### config.mk
export PLATFORM = sky130hd
export DESIGN_NAME = led_pio_write_arbiter
export DESIGN_NICKNAME = d
export VERILOG_FILES = /design/src/rtl/led_pio_write_arbiter.sv
export SDC_FILE = /design/constraint.sdc
export NUM_CORES = 1
export LEC_CHECK = 0
export BUFFER_PORTS_ARGS = -buffer_cell sky130_fd_sc_hd__buf_2
export CAP_MARGIN = 20
export CORE_ASPECT_RATIO = 0.6
export CORE_MARGIN = 2
export CORE_UTILIZATION = 39
export CTS_CLUSTER_SIZE = 24
export DETAILED_ROUTE_END_ITERATION = 7
export MAX_ROUTING_LAYER = met4
export PLACE_DENSITY_LB_ADDON = 0.3
export SYNTH_ARGS = -nofsm -noshare
export SYNTH_HDL_FRONTEND = slang
export SYNTH_SLANG_ARGS = --single-unit
### constraint.sdc
create_clock -name clk -period 2.44 [get_ports clk]
set_clock_uncertainty 0.2 [all_clocks]
set_input_delay 0.732 -clock clk [delete_from_list [all_inputs] [get_ports clk]]
set_output_delay 0.732 -clock clk [all_outputs]
set_load 0.05 [all_outputs]
### src/rtl/led_pio_write_arbiter.sv
// ---------------------------------------------------------------------------
// led_pio_write_arbiter
//
// Shares the single green-LED PIO slave between two independent requesters
// (for example the Nios II status path and the spectrum peak-meter).
// Each requester raises req with its LED value on data and holds both until
// it sees a one-cycle ack. A round-robin arbiter grants one requester at a
// time. Each grant produces exactly one Avalon-MM write to PIO word
// address 0, followed by a programmable idle gap. A shadow register keeps
// the last value written, so software never has to read the PIO back.
//
// Parameters
//   DATA_W      LED data width (upper pio_writedata bits are zero-padded)
//   GAP_CYCLES  idle cycles after each PIO write before the next grant
//               (legal range 0..255)
//
// Ports
//   clk             system clock
//   reset           asynchronous, active-high reset
//   req0 / data0    requester 0 write request and LED value
//   ack0            one-cycle pulse: requester 0 value has been written
//   req1 / data1    requester 1 write request and LED value
//   ack1            one-cycle pulse: requester 1 value has been written
//   pio_chipselect  PIO slave chipselect
//   pio_write_n     PIO slave write strobe, active low
//   pio_address     PIO slave word address, tied to 0
//   pio_writedata   zero-padded granted LED value
//   shadow          last value written to the PIO
//   busy            high whenever the arbiter is not idle
//
// All outputs except the constant pio_address are registered and move
// together with the state register. As a result, the WRITE cycle, the
// chipselect/write strobe and the matching ack all occupy the same clock
// cycle.
// ---------------------------------------------------------------------------
module led_pio_write_arbiter #(
    parameter int DATA_W     = 9,
    parameter int GAP_CYCLES = 4
) (
    input  logic              clk,
    input  logic              reset,
    input  logic              req0,
    input  logic [DATA_W-1:0] data0,
    output logic              ack0,
    input  logic              req1,
    input  logic [DATA_W-1:0] data1,
    output logic              ack1,
    output logic              pio_chipselect,
    output logic              pio_write_n,
    output logic [1:0]        pio_address,
    output logic [31:0]       pio_writedata,
    output logic [DATA_W-1:0] shadow,
    output logic              busy
);

    typedef enum logic [1:0] {
        IDLE  = 2'd0,
        WRITE = 2'd1,
        GAP   = 2'd2
    } state_t;

    // Value loaded into the gap counter when GAP is entered. The counter
    // counts GAP_LOAD..0, so the gap lasts exactly GAP_CYCLES cycles. When
    // GAP_CYCLES is 0 the GAP state is never entered, and the load value
    // is then irrelevant.
    localparam logic [7:0] GAP_LOAD = (GAP_CYCLES > 0) ? 8'(GAP_CYCLES - 1) : 8'd0;

    state_t              state, state_n;
    logic                last_grant, last_grant_n;
    logic [7:0]          gap_cnt, gap_cnt_n;
    logic                ack0_n, ack1_n;
    logic                cs_n, write_n_n;
    logic [31:0]         writedata_n;
    logic [DATA_W-1:0]   shadow_n;
    logic                busy_n;

    // The block only writes, and it writes only to word 0.
    assign pio_address = 2'b00;

    // -----------------------------------------------------------------------
    // Next-state and next-output logic
    // -----------------------------------------------------------------------
    always_comb begin
        // NOTE: every signal gets a default before the case statement. This
        // means no path through the block leaves a signal unassigned, so no
        // latch is inferred.
        state_n      = state;
        last_grant_n = last_grant;
        gap_cnt_n    = gap_cnt;
        ack0_n       = 1'b0;
        ack1_n       = 1'b0;
        cs_n         = 1'b0;
        write_n_n    = 1'b1;
        writedata_n  = pio_writedata;
        shadow_n     = shadow;

        case (state)
            IDLE: begin
                // Requester 0 wins when it is alone or when requester 1
                // had the previous grant. Otherwise requester 1 wins if it
                // is asking.
                if (req0 && (!req1 || last_grant)) begin
                    state_n      = WRITE;
                    last_grant_n = 1'b0;
                    writedata_n  = 32'(data0);
                    shadow_n     = data0;
                    cs_n         = 1'b1;
                    write_n_n    = 1'b0;
                    ack0_n       = 1'b1;
                end else if (req1) begin
                    state_n      = WRITE;
                    last_grant_n = 1'b1;
                    writedata_n  = 32'(data1);
                    shadow_n     = data1;
                    cs_n         = 1'b1;
                    write_n_n    = 1'b0;
                    ack1_n       = 1'b1;
                end
            end

            WRITE: begin
                // The strobe and ack drop back to their defaults here, so
                // the write lasts exactly one cycle.
                if (GAP_CYCLES > 0) begin
                    state_n   = GAP;
                    gap_cnt_n = GAP_LOAD;
                end else begin
                    state_n   = IDLE;
                end
            end

            GAP: begin
                // Requests are ignored here. A request that is withdrawn
                // before IDLE is reached is dropped without a write.
                if (gap_cnt == 8'd0) begin
                    state_n = IDLE;
                end else begin
                    gap_cnt_n = gap_cnt - 8'd1;
                end
            end

            default: begin
                state_n = IDLE;
            end
        endcase

        busy_n = (state_n != IDLE);
    end

    // -----------------------------------------------------------------------
    // State and output registers
    // -----------------------------------------------------------------------
    // NOTE: sequential state uses non-blocking assignments. Every register
    // then samples the values from before the edge, whatever order the
    // statements are written in.
    always_ff @(posedge clk or posedge reset) begin
        if (reset) begin
            state          <= IDLE;
            last_grant     <= 1'b1;   // requester 0 wins the first tie
            gap_cnt        <= 8'd0;
            ack0           <= 1'b0;
            ack1           <= 1'b0;
            pio_chipselect <= 1'b0;
            pio_write_n    <= 1'b1;
            pio_writedata  <= 32'd0;
            shadow         <= '0;
            busy           <= 1'b0;
        end else begin
            state          <= state_n;
            last_grant     <= last_grant_n;
            gap_cnt        <= gap_cnt_n;
            ack0           <= ack0_n;
            ack1           <= ack1_n;
            pio_chipselect <= cs_n;
            pio_write_n    <= write_n_n;
            pio_writedata  <= writedata_n;
            shadow         <= shadow_n;
            busy           <= busy_n;
        end
    end

endmodule

* Yosys cells after proc, flatten, opt, wreduce, memory -nomap -nowiden
Cells that the tools add are included.
** Operators by class
- Add/subtract/negate cells :: 1
- Equality and inequality tests :: 3
- Mux-type cells :: 22
- Reduce and logical (&&, ||, !) cells :: 10
** Operators by type and width (number)
- 32-bit two-way mux :: 2
- 9-bit two-way mux :: 2
- 8-bit one-hot mux with 2 select lines :: 1
- 1-bit two-way mux :: 12
- 8-bit logical NOT :: 1
- 8-bit two-way mux :: 1
- 8-bit by 1-bit subtractor with 8-bit output (second input constant) :: 1
- 2-bit two-way mux :: 3
- 2-bit one-hot mux with 3 select lines :: 1
- 2-bit nonzero test :: 3
- 2-bit AND reduction :: 2
- 2-bit by 1-bit equality test with 1-bit output (second input constant) :: 1
- 2-bit equality test (second input constant) :: 1
- 2-bit logical NOT :: 1
- 2-bit != test (second input constant) :: 1
- 1-bit logical AND :: 1
- 1-bit logical NOT :: 1
- 1-bit logical OR :: 1
** Word-level totals
- Bits in registers :: 57
- Output and inout port bits :: 48
- Logic and storage cells :: 46

* Logic depth before layout (Yosys ltp)
- Depth after elaboration :: 6
- Gate-level depth with buffers :: 6
- Mapped depth without buffers :: 6

* Worst setup path after synthesis
Ideal clock, no wire load.
- Kind :: reg2reg
- Start :: register gap_cnt[4]
- End :: register gap_cnt[0]
- Setup time :: 137 ps
- Arrival :: 1512 ps
- Path slack :: 591 ps
- Stages on the path, launching flop included :: 6
- Buffers on the path :: 1
- Period minus slack after synthesis :: 1849 ps
- Cell sequence :: dfrtp_1 -> or4_4 -> buf_6 -> o31ai_4 -> nand2_1 -> a2bb2oi_1
** On the way
- Cells in the longest elaborated chain, start to end :: 3
** Ends and longest elaborated chain
- from (decl) :: line 70 : logic [7:0] gap_cnt, gap_cnt_n;
- from (signal assigned) :: line 171 : gap_cnt <= gap_cnt_n;
- 8-bit logical NOT :: line 135 : if (gap_cnt == 8'd0) begin
- 2-bit != test (no source line)
- 2-bit AND reduction (no source line)
No other way between the ends.
A chain may end at the register's enable or synchronous reset.

* Worst setup path after layout
- Start :: register gap_cnt[0]
- End :: register gap_cnt[6]
** On the way
- Cells in the longest elaborated chain, start to end :: 3
- Elaborated cells between the ends (all ways) :: 6
- Those cells by class :: add/sub (1); eq/ne (1); mux (2); reduce/logical (2)
** Ends and longest elaborated chain (line)
- 8-bit by 1-bit subtractor with 8-bit output or 8-bit logical NOT (tied branches) :: 138, 135
- 8-bit two-way mux or 2-bit != test (tied branches)
- 8-bit one-hot mux with 2 select lines or 2-bit AND reduction (tied branches)
Parallel ways exist; a longest one is shown, timed or not. The select of a mux whose other input is x is not followed.

==> impl_metrics.tcl <==
set metrics [dict create \
    htree_levels 1 \
    ant_nets 0 \
    final.setup.tns_ns 0 \
    pre_cts_ws_ns 0.455 \
    finalNetCount 216 \
    worstReg2RegStart "gap_cnt[0]" \
    cap_viol_max_count 0 \
    floorplan.rows 17 \
    antennaDiodeCount 0 \
    max_slew.worst_pin.slew_ns 0.633 \
    layout.cells.most_common "buf_2" \
    rr_worst_depth 6 \
    postSynth.topFlopCell "dfrtp_1" \
    worstSkewPairLatency_ns 0.26 \
    numPortBuffers 44 \
    drtPass1Iterations 4 \
    startpoint_type "flip-flop" \
    synth_area_um2 1510 \
    grt_first_pass_wirelength_um 4550 \
    worstPathRequired_ns 2.40 \
    setup_repair_bufs_after_cts 0 \
    worstSetupPathType "flip-flop to flip-flop" \
    peakVddDrop_mv 0.798 \
    unrepaired_setup_endpoints_after_global_routing "false" \
    post-route-worst-setup-slack_ns 0.470 \
    die_height_um 52.1 \
    post_drt_wl_per_cell_um 11.4 \
    power_leakage_nw 0.834 \
    vias_per_cell 4.59 \
    placeableCoreArea_um2 3680 \
    final-max-slew-violation-count 0 \
    worst_setup_path_end_kind "flip-flop" \
    via_count 1098 \
    final_layout_size_suffix_gt1_share_pct 30.7 \
    grt_most_used_layer "met1" \
    report.final.setup_viol 0 \
    synth.lib_cells_used.distinct 35 \
    post-route-period-util_pct 80.7 \
    dieArea_um2 4390 \
    cts_resized 0 \
    gr-usage-met1_pct 19.8 \
    overflow 0 \
    global_route.usage.total_pct 13.4 \
    rrSetupSlack_ns 0.47 \
    maxSlewHeadroom_pct 57.8 \
    grt_pass1_vias 948 \
    synth-seq-area-share_pct 41.7 \
    root_buffer "clkbuf_8" \
    grt_antenna_before_repair 0 \
    cts_tree "yes" \
    ctsHoldBuffers 0 \
    cts_bufs_inserted 3 \
    mostFrequentLayoutCells "buf_2 (44), conb_1 (25), dfrtp_1 (23)" \
    synthArstFlopShare_pct 100 \
    netlist_instances 158 \
    finalWorstPathRequiredPeriod_ns 1.97 \
    initial_core_util_pct 40.9 \
    first_iter_violations 91 \
    ios 70 \
    critical_path.reg2reg.endpoint "gap_cnt[6]" \
    max_freq_mhz 508 \
    power-per-cell-area_nw_per_um2 1570 \
    final_hold_viol_count 0 \
    hp-class "input port to asynchronous set/reset pin" \
    grtUsageMet3_pct 2.86 \
    outcome "completed" \
    globalplace.congestion 0.933 \
    die_w_um 84.2 \
    synth.ff_latch_count 25 \
    cts_max_path_buffers 2 \
    clock-sinks 25 \
    global_route.usage.met2_pct 18.5 \
    synth_enable_flop_cells 0 \
    grt_start_max_net_pins 26 \
    synthesis.yosys.warnings 0 \
    flow.area_growth_from_synthesis_pct 9.80 \
    cts.clk_slew.worst_paths_ns 0.08 \
    route.detailed.drc 0 \
    crit_fanout 4 \
    hpwl_um 2070 \
    timing.critical_path.arrival_ns 1.93 \
    syn-mean-instance-area_um2 9.53 \
    routed_wl_um 2730 \
]
## worst max-delay path by stage
stage                     depth (start not counted)         from               end  slack (ns)
after floorplan                                   5   gap_cnt[4]        gap_cnt[0]        0.59
after global placement                            6         req1  pio_writedata[6]        0.49
after global routing                              6   gap_cnt[0]        gap_cnt[6]        0.31
final                                             6   gap_cnt[0]        gap_cnt[6]        0.47
after detailed placement                          6         req1  pio_writedata[8]        0.45
after CTS                                         1  pio_write_n       pio_write_n        0.47
## kinds of logic (layout without fill, tap and decap cells)
family | Yosys count | count (layout) | share of synthesized area [%]
AOI/OAI and AO/OA | 32 | 32 | 15.5
adders and majority gates | 1 | 1 | 0.830
buffers and inverters | 50 | 60 | 21.8
DFF | 25 | 25 | 41.7
muxes | 10 | 10 | 6.89
other | 1 | 25 | 0.249
and+or+nand+nor | 39 | 39 | 13.0
## registers in the layout, summed over array words and instances, names as in the netlist
name            flops
busy                1
ack1                1
ack0                1
gap_cnt             8
last_grant          1
pio_chipselect      1
state               2
pio_writedata       9
pio_write_n         1
## power breakdown
part | total, mW | internal, mW | switching [mW]
sequential | 0.738 | 0.605 | 0.133
clock | 0.240 | 0.114 | 0.126
combinational | 1.63 | 0.417 | 1.21
total | 2.60 | 1.14 | 1.47
## per-stage QoR
| step | std cells | instance area [µm²] | utilization (%) | power, mW | hold WS [ns] |
|---|---|---|---|---|---|
| CTS | 239 | 1650 | 45.0 | 2.62 | 0.308 |
| global route | 239 | 1650 | 45.0 | 2.77 | 0.333 |
| detailed placement | 235 | 1610 | 43.7 | 2.37 | 0.338 |
| global placement | 235 | 1610 | 43.7 | 2.37 | 0.324 |
| finish | 239 | 1650 | 45.0 | 2.60 | 0.304 |
| floorplan | 182 | 1600 | - | 2.20 | 0.304 |
## Yosys cell counts (2+ instances only)
cell type   n  share of area (%)
nand4_1     3                1.2
o22ai_1     2               0.83
nand2b_1    3                1.2
nand2_1    11                2.7
dfrtp_1    23                 38
nor2_1     12                3.0
a2bb2oi_1   2                1.2
a21oi_1    10                3.3
buf_4      34                 17
buf_2       4                1.3
dfstp_2     2                3.5
o21ai_1     3                1.0
inv_1       8                2.0
mux2i_1     9                6.0
o21a_1      3                1.5
clkbuf_1    2               0.50
a32o_1      4                2.7
o31ai_1     3                1.5
nor3_1      3                1.0
a31oi_1     2               0.83
## metal layers
| metal | share of wire (%) | wire length (µm) |
|---|---|---|
| met5 | 0 | 0 |
| met4 | 0.91 | 25 |
| met3 | 6.9 | 188 |
| met2 | 38 | 1040 |
| met1 | 54 | 1480 |
## worst max-delay path, cell delays in order (launching register included)
cell and delay, ns:
dfrtp_1 0.41, inv_1 0.08, ha_1 0.22, nor2b_1 0.25, nand3_1 0.13, or3_1 0.32
a32o_1 0.26
## area by class of cell
type | count | area [µm²]
clock inverters | 1 | 5.00
repair buffers | 48 | 250
inverters | 8 | 30.0
fillers | 360 | 2030
clock buffers | 3 | 41.3
multi-input cells | 107 | 641
well taps | 47 | 58.8
flip-flops and latches | 25 | 628
No activity file was read; power rests on OpenSTA's default activity.
